$ cat src/rtl/fp_div_seq.sv
// Sequential binary32 divider, restoring radix-2, one quotient bit per cycle, truncating.
// Latency: result valid 27 edges after accept (normal), 1 edge after accept (special case).
// Backpressure: in_ready only in IDLE; out_valid/out held until out_ready.
module fp_div_seq (
  input  logic        clk,
  input  logic        rst_n,
  input  logic        in_valid,
  output logic        in_ready,
  input  logic [31:0] in1,
  input  logic [31:0] in2,
  output logic        out_valid,
  input  logic        out_ready,
  output logic [31:0] out
);

  typedef enum logic [1:0] {IDLE, CALC, NORM, DONE} state_t;

  state_t             state;
  logic [4:0]         cnt;
  logic [24:0]        q;
  logic [24:0]        r;
  logic [23:0]        mb;
  logic signed [9:0]  e;
  logic               sign;

  logic [7:0]  ea, eb;
  logic [22:0] fa, fb;
  logic        s_in;
  logic        a_zero, b_zero, a_inf, b_inf, a_nan, b_nan;
  logic        special;
  logic [31:0] special_val;

  assign ea     = in1[30:23];
  assign eb     = in2[30:23];
  assign fa     = in1[22:0];
  assign fb     = in2[22:0];
  assign s_in   = in1[31] ^ in2[31];
  assign a_zero = (ea == 8'd0);
  assign b_zero = (eb == 8'd0);
  assign a_inf  = (ea == 8'hFF) && (fa == 23'd0);
  assign b_inf  = (eb == 8'hFF) && (fb == 23'd0);
  assign a_nan  = (ea == 8'hFF) && (fa != 23'd0);
  assign b_nan  = (eb == 8'hFF) && (fb != 23'd0);

  // Denormals fall into the zero class because only the exponent field is inspected.
  always_comb begin
    special     = 1'b1;
    special_val = 32'h0000_0000;
    if (a_nan || b_nan || (a_zero && b_zero) || (a_inf && b_inf))
      special_val = 32'h7FC0_0000;
    else if (b_zero)
      special_val = {s_in, 31'h7F80_0000};
    else if (a_inf)
      special_val = {s_in, 8'hFF, 23'd0};
    else if (a_zero || b_inf)
      special_val = {s_in, 31'd0};
    else
      special = 1'b0;
  end

  // r < 2*mb always holds, so the difference fits in 24 bits before the shift.
  logic        ge;
  logic [24:0] r_sub;
  logic [24:0] r_next;

  assign ge     = (r >= {1'b0, mb});
  assign r_sub  = r - {1'b0, mb};
  assign r_next = ge ? {r_sub[23:0], 1'b0} : {r[23:0], 1'b0};

  logic signed [9:0] e_norm;
  logic [22:0]       frac_norm;
  logic [31:0]       norm_res;

  always_comb begin
    e_norm    = q[24] ? e : e - 10'sd1;
    frac_norm = q[24] ? q[23:1] : q[22:0];
    if (e_norm >= 10'sd255)
      norm_res = {sign, 8'hFF, 23'd0};
    else if (e_norm <= 10'sd0)
      norm_res = {sign, 31'd0};
    else
      norm_res = {sign, e_norm[7:0], frac_norm};
  end

  always_ff @(posedge clk) begin
    if (!rst_n) begin
      state     <= IDLE;
      in_ready  <= 1'b1;
      out_valid <= 1'b0;
      out       <= 32'h0000_0000;
      cnt       <= 5'd0;
      q         <= 25'd0;
      r         <= 25'd0;
      mb        <= 24'd0;
      e         <= 10'sd0;
      sign      <= 1'b0;
    end else begin
      case (state)
        IDLE: begin
          if (in_valid && in_ready) begin
            in_ready <= 1'b0;
            sign     <= s_in;
            if (special) begin
              out   <= special_val;
              state <= DONE;
            end else begin
              r     <= {2'b01, fa};
              mb    <= {1'b1, fb};
              e     <= $signed({2'b00, ea}) - $signed({2'b00, eb}) + 10'sd127;
              q     <= 25'd0;
              cnt   <= 5'd0;
              state <= CALC;
            end
          end
        end
        CALC: begin
          q   <= {q[23:0], ge};
          r   <= r_next;
          cnt <= cnt + 5'd1;
          if (cnt == 5'd24)
            state <= NORM;
        end
        NORM: begin
          out   <= norm_res;
          state <= DONE;
        end
        DONE: begin
          // First DONE cycle raises out_valid; later cycles wait for the consumer.
          if (!out_valid) begin
            out_valid <= 1'b1;
          end else if (out_ready) begin
            out_valid <= 1'b0;
            in_ready  <= 1'b1;
            state     <= IDLE;
          end
        end
        default: state <= IDLE;
      endcase
    end
  end

endmodule

$ cat config.mk
export PLATFORM = sky130hd
export DESIGN_NAME = fp_div_seq
export DESIGN_NICKNAME = d
export VERILOG_FILES = /design/src/rtl/fp_div_seq.sv
export SDC_FILE = /design/constraint.sdc
export NUM_CORES = 1
export LEC_CHECK = 0
export CAP_MARGIN = 20
export CORE_AREA = 2 2 107 135
export CTS_BUF_LIST = sky130_fd_sc_hd__clkbuf_8
export CTS_CLUSTER_SIZE = 25
export DETAILED_ROUTE_END_ITERATION = 10
export DIE_AREA = 0 0 109 137
export PLACE_DENSITY = 0.8
export SETUP_SLACK_MARGIN = 0.3
export SYNTH_ARGS = -nofsm -noshare
export SYNTH_HDL_FRONTEND = slang
export SYNTH_SLANG_ARGS = --single-unit
$ cat constraint.sdc
create_clock -name clk -period 6.5 [get_ports clk]
set_clock_uncertainty 0.2 [all_clocks]
set_input_delay 0.65 -clock clk [delete_from_list [all_inputs] [get_ports clk]]
set_output_delay 0.65 -clock clk [all_outputs]
set_load 0.005 [all_outputs]
# Yosys cells after proc, flatten, opt, wreduce, memory -nomap -nowiden
# Cells that the tools add are included.
# op_classes
reduce_logical,27
bitwise_logic,2
n_eq_ne,12
shifts,0
n_addsub,5
div_mod_pow,0
mul,0
order_cmp,3
n_mux,37
# op_table
operator,n
32-bit 2-to-1 mux,6
25-bit 2-to-1 mux,5
25-bit one-hot mux with 2 select lines,2
32-bit one-hot mux with 2 select lines,1
31-bit 2-to-1 mux,2
23-bit zero test,2
23-bit nonzero test,2
25-bit by 24-bit >= comparator with 1-bit output,1
24-bit subtractor,1
23-bit 2-to-1 mux,1
"8-bit equality test, second input constant",2
8-bit zero test,2
"2-bit != test, second input constant",6
"9-bit by 8-bit adder with 10-bit output, second input constant",1
"10-bit by 9-bit >= comparator with 1-bit output, second input constant",1
"10-bit by 1-bit <= comparator with 1-bit output, second input constant",1
10-bit 2-to-1 mux,1
2-bit 2-to-1 mux,5
5-bit 2-to-1 mux,2
5-bit one-hot mux with 2 select lines,1
"10-bit by 2-bit subtractor with 10-bit output, second input constant",1
1-bit 2-to-1 mux,9
3-bit AND reduction,3
8-bit by 8-bit subtractor with 9-bit output,1
14 further kinds,27
# word_totals
in_bits,68
regBits,126
latch_bits,0
rom_bits,0
word_cells,96
n_memories,0
ramBits,0

# Longest topological paths before layout
# logic_depth
depth_word,10
ltp_mapped,13
depth_no_buf,13

# Least setup slack after synthesis
# Ideal clock, no wire load.
# synth_path
kind,input to register
startpoint,input in1[23]
endpoint,register e[7]
n_path_buf,0
required_ns,6.214
t_arrival_ns,2.640
stages,11
setup_ns,0.086
setup_slack_ns,3.575
cell_sequence,inv_1 -> ha_1 -> inv_1 -> fa_1 -> xnor2_1 -> nand3_1 -> or2_2 -> or3_1 -> nor2_1 -> xnor2_1 -> a211oi_1
# synth_between
elab_chain_cells,8
# synth_lines
item,line_no,source
start: declaration,9,"input logic [31:0] in1,"
"parallel branches: the longest is 8 deep, another holds 9-bit by 8-bit adder with 10-bit output",-,
end signal: assignment,109,"e <= $signed({2'b00, ea}) - $signed({2'b00, eb}) + 10'sd127;"
end: declaration,23,logic signed [9:0] e;
# Parallel ways; which one is timed is not known.
# A chain may end at the register's enable or synchronous reset.

# Worst setup path in the final report
# layout_path
startpoint,input in1[24]
endpoint,register r[20]
# layout_between
elab_chain_cells,8
# layout_lines
item,line_no,source
8-bit zero test / 8-bit equality test (equally long branches),"38, 40, 42",
1-bit logical OR / 1-bit logical AND (equally long branches),"55, 42",
1-bit 2-to-1 mux / 1-bit logical OR (equally long branches),"55, 49",
1-bit 2-to-1 mux / 1-bit logical OR (equally long branches),"53, 49",
1-bit 2-to-1 mux / 1-bit logical OR (equally long branches),"51, 49",
1-bit 2-to-1 mux (*),49,if (a_nan || b_nan || (a_zero && b_zero) || (a_inf && b_inf))
2-bit != test (no line) (*),-,
3-bit AND reduction (no line) (*),-,
end signal: assignment,107,"r <= {2'b01, fa};"
end signal: assignment,118,r <= r_next;
end: declaration,21,logic [24:0] r;
# Every way passes the cells marked *; elsewhere a longest branch is shown, timed or not.

==> impl_metrics.toml <==
[outcome]
outcome = "finished, final reports clean"

[timing]
finalSetupViolations = 0
min_period_over_period = 0.611
slew_violations = 0
slew_headroom = 0.299
hold_violations = 0
setup_tns_ps = 0
rsz0062_at_grt = "false"
setup_slack_ps = 2530
worstMarginPinSlew_ps = 1050
max_freq_ghz = 0.252
post-route-min-period_ps = 3970

[logic_synthesis]
synth-edff-count = 0
syn_area_sq_um = 7340
syn_nets = 1003
synth_xor_area_frac = 0.0501
synth.area.mux_share = 0.0863
ys.flop_type = "dfxtp_1"
synth_top_family_by_area = "compound AO/OA/AOI/OAI gates"
synth_compound_area_frac = 0.208
syn_avg_cell_area_sq_um = 8.21
yosysWarnings = 0
async_flop_share = 0
yosys.area_share.simple = 0.179
ys_types = 68
synth_cells = 893
synth_seq_cells = 126
synth_adder_area_share = 0.0737
synth_seq_area_share = 0.344

[drt]
maxUsedRoutingLayer = "met4"
vias_per_cell = 5.81
via_count = 6719
wl_met3_microns = 731
antenna_left = 0
dr.first_iter.drc_count = 343
dr.pass1.iters = 5
met2_length_mm = 9.05
drt-total-wl_mm = 17.9
met1_length_mm = 7.56
drcViolationCount = 0
detail_route.wl_per_cell_microns = 15.5

[critical_path]
path_cells = "clkdlybuf4s50_1 > nor4_1 > nand2_1 > nand2_1 > nor4_4 > buf_4 > a21o_1 > nand2_1 > nor2_1 > nand2_1 > o221ai_1"
cp_num_buf_inv = 2
critical_path.startpoint = "in1[24]"
critPathMostFrequentCell = "nand2_1"
r2r-start = "state[1]"
cp_max_fo = 45
max_stage_delay_ps = 800
crit_path_top_delay_cell = "a21o_1"
cp.required_ps = 6650
path_class = "input pin to flip-flop"
critical-path-top-delay-family = "simple AND/OR/NAND/NOR gates"
endpoint_kind = "flip-flop"
r2r_slack_ps = 2590
worst_ep_arrival_time_ps = 4120
cp-start-kind = "input pin"

[power_and_ir_drop]
switchingPower_mw = 1.61
internal-power_mw = 2.18
p_sw_frac = 0.426
clockPowerShare = 0.184
p_per_area_nw_per_um2 = 430
p_leak_nw = 3.25
finalPower_mw = 3.79
ir_worst_vdd_mv = 0.363
p_comb_frac = 0.561
p_seq_frac = 0.256

[grt]
grt_pass1_wl_mm = 29.6
track_usage = 0.249
grt_start_max_net_pins = 55
antenna_found_initial = 0
grt_pass1_vias = 6348
grt-ovfl-total = 0

[clock_network]
cts_root_buffer = "clkbuf_8"
clock_path_buffers = 2
worstSkewPairLatency_ps = 440
ctsHoldBuffers = 0
numCtsBuffers = 17
cts.sinks = 126
path_clk_slew_ps = 70
cts_resized = 0
tritoncts = "built"
htreeDepth = 4
post-cts-setup-buffer-count = 0

[cells_and_area]
multiInputGateArea_sq_um = 4390
drive_gt1_frac = 0.0530
area_growth_pct = 20.1
ff_latch_area_sq_um = 2520
stdcell_count = 1156
insertedDiodeCount = 0
final_core_util = 0.646
final_nets = 1081
fill_cells = 1152

[min_path]
min_from = "out[9]"
hold_path_class = "flip-flop to flip-flop"

[placed_design]
globalplace.congestion = 0.909
dp_cells = 1127
dpl.hpwl_mm = 12.9
io_buffers = 101
place_ws_ps = 2100

[die]
chipHeight_microns = 137
coreArea_sq_um = 13600
fp.dieArea_sq_um = 14900
die_w_microns = 109
initial_core_util = 0.538
ios = 102
rows = 48

[job]
max_cap_viol_count = 0
-- routing by layer --
layer | track usage | vias to the layer above
met5 | 0 | -
met1 | 0.298 | 3136
li1 | - | 3361
met4 | 0.116 | 0
met2 | 0.432 | 180
met3 | 0.0395 | 42
-- power by group through the flow --
stage / clock (mW) / combinational, mW / sequential [mW]
2_1_floorplan: 0 / 1.74 / 0.954
3_3_place_gp: 0 / 2.06 / 0.978
3_5_place_dp: 0 / 2.08 / 0.983
4_1_cts: 0.707 / 2.11 / 0.966
5_1_grt: 0.738 / 2.34 / 0.983
6_report: 0.696 / 2.12 / 0.969
-- placed cells by master, fill, tap and decap left out, types with 3 or more instances in the layout --
cell type,instances
xnor2_1,23
nand2b_1,8
nor2_1,75
a311oi_1,4
o31a_1,3
buf_4,8
a31oi_1,5
nand4_1,15
a22oi_1,22
nor2b_1,4
clkbuf_8,20
clkinv_2,3
a21oi_1,62
inv_1,57
nor4_1,20
nor3_1,14
clkdlybuf4s50_1,101
or3_1,3
o31ai_1,3
o211ai_1,9
nand3_1,37
a21o_1,8
nand2_1,87
a211o_1,4
o22ai_1,19
bufinv_16,3
o21bai_1,3
dfxtp_1,125
mux2i_1,61
a211oi_1,8
o21a_1,12
xor2_1,19
ha_1,40
o21ai_0,49
-- synthesized netlist by cell type, types with 5 or more instances --
library cell	n	area (sq um)
a211oi_1	8	60.1
a21o_1	8	60.1
a21oi_1	63	315
a22oi_1	22	165
a31oi_1	5	31.3
buf_2	14	70.1
clkbuf_1	32	120
dfxtp_1	126	2520
ha_1	40	500
inv_1	55	206
mux2i_1	61	611
nand2_1	87	327
nand2b_1	8	50.1
nand3_1	37	185
nand4_1	15	93.8
nor2_1	75	282
nor3_1	14	70.1
nor4_1	20	125
o211ai_1	9	67.6
o21a_1	12	90.1
o21ai_0	49	245
o22ai_1	19	119
xnor2_1	23	201
xor2_1	19	166
-- area by class of cell --
class,count,share of cell area
Clock inverter,9,0.0136
Tap cell,175,0.0249
Multi-Input combinational cell,661,0.498
Clock buffer,20,0.0312
Timing Repair Buffer,109,0.122
Sequential cell,126,0.286
Inverter,56,0.0239
-- kinds of logic (layout without fill, tap and decap cells) --
family / Yosys count / count (layout)
flip-flops: 126 / 126
AND/OR/NAND/NOR: 277 / 277
multiplexers: 63 / 63
AO/OA/AOI/OAI: 237 / 237
buffers and inverters: 106 / 194
XOR/XNOR: 42 / 42
adder cells (fa/ha/maj): 42 / 42
-- sequential cells by signal, indices dropped and copies added (netlist names) --
register,cells
cnt,5
e,10
out,32
out_valid,1
r,25
state,2
mb,24
q,25
in_ready,1
sign,1
-- worst register-to-register path, delay by kind of cell (launching register included) --
family	cells	cell delay [ps]
AO/OA/AOI/OAI	2	1040
adder cells (fa/ha/maj)	1	310
buffers and inverters	2	650
flip-flops	1	330
AND/OR/NAND/NOR	5	1300
-- worst paths after layout --
kind | depth (start not counted) | endpoint
worst max-delay path | 11 | r[20]
worst min-delay path | 2 | out[9]
worst max register to register | 10 | r[20]
worst min register to register | 2 | out[9]
-- metrics by stage --
step	instance area (sq um)	hold slack (ps)
global placement	8410	233
floorplan	7340	240
CTS	8810	258
global route	8810	277
detailed placement	8410	241
finish	8810	253
Power figures use the tool's default switching activity.
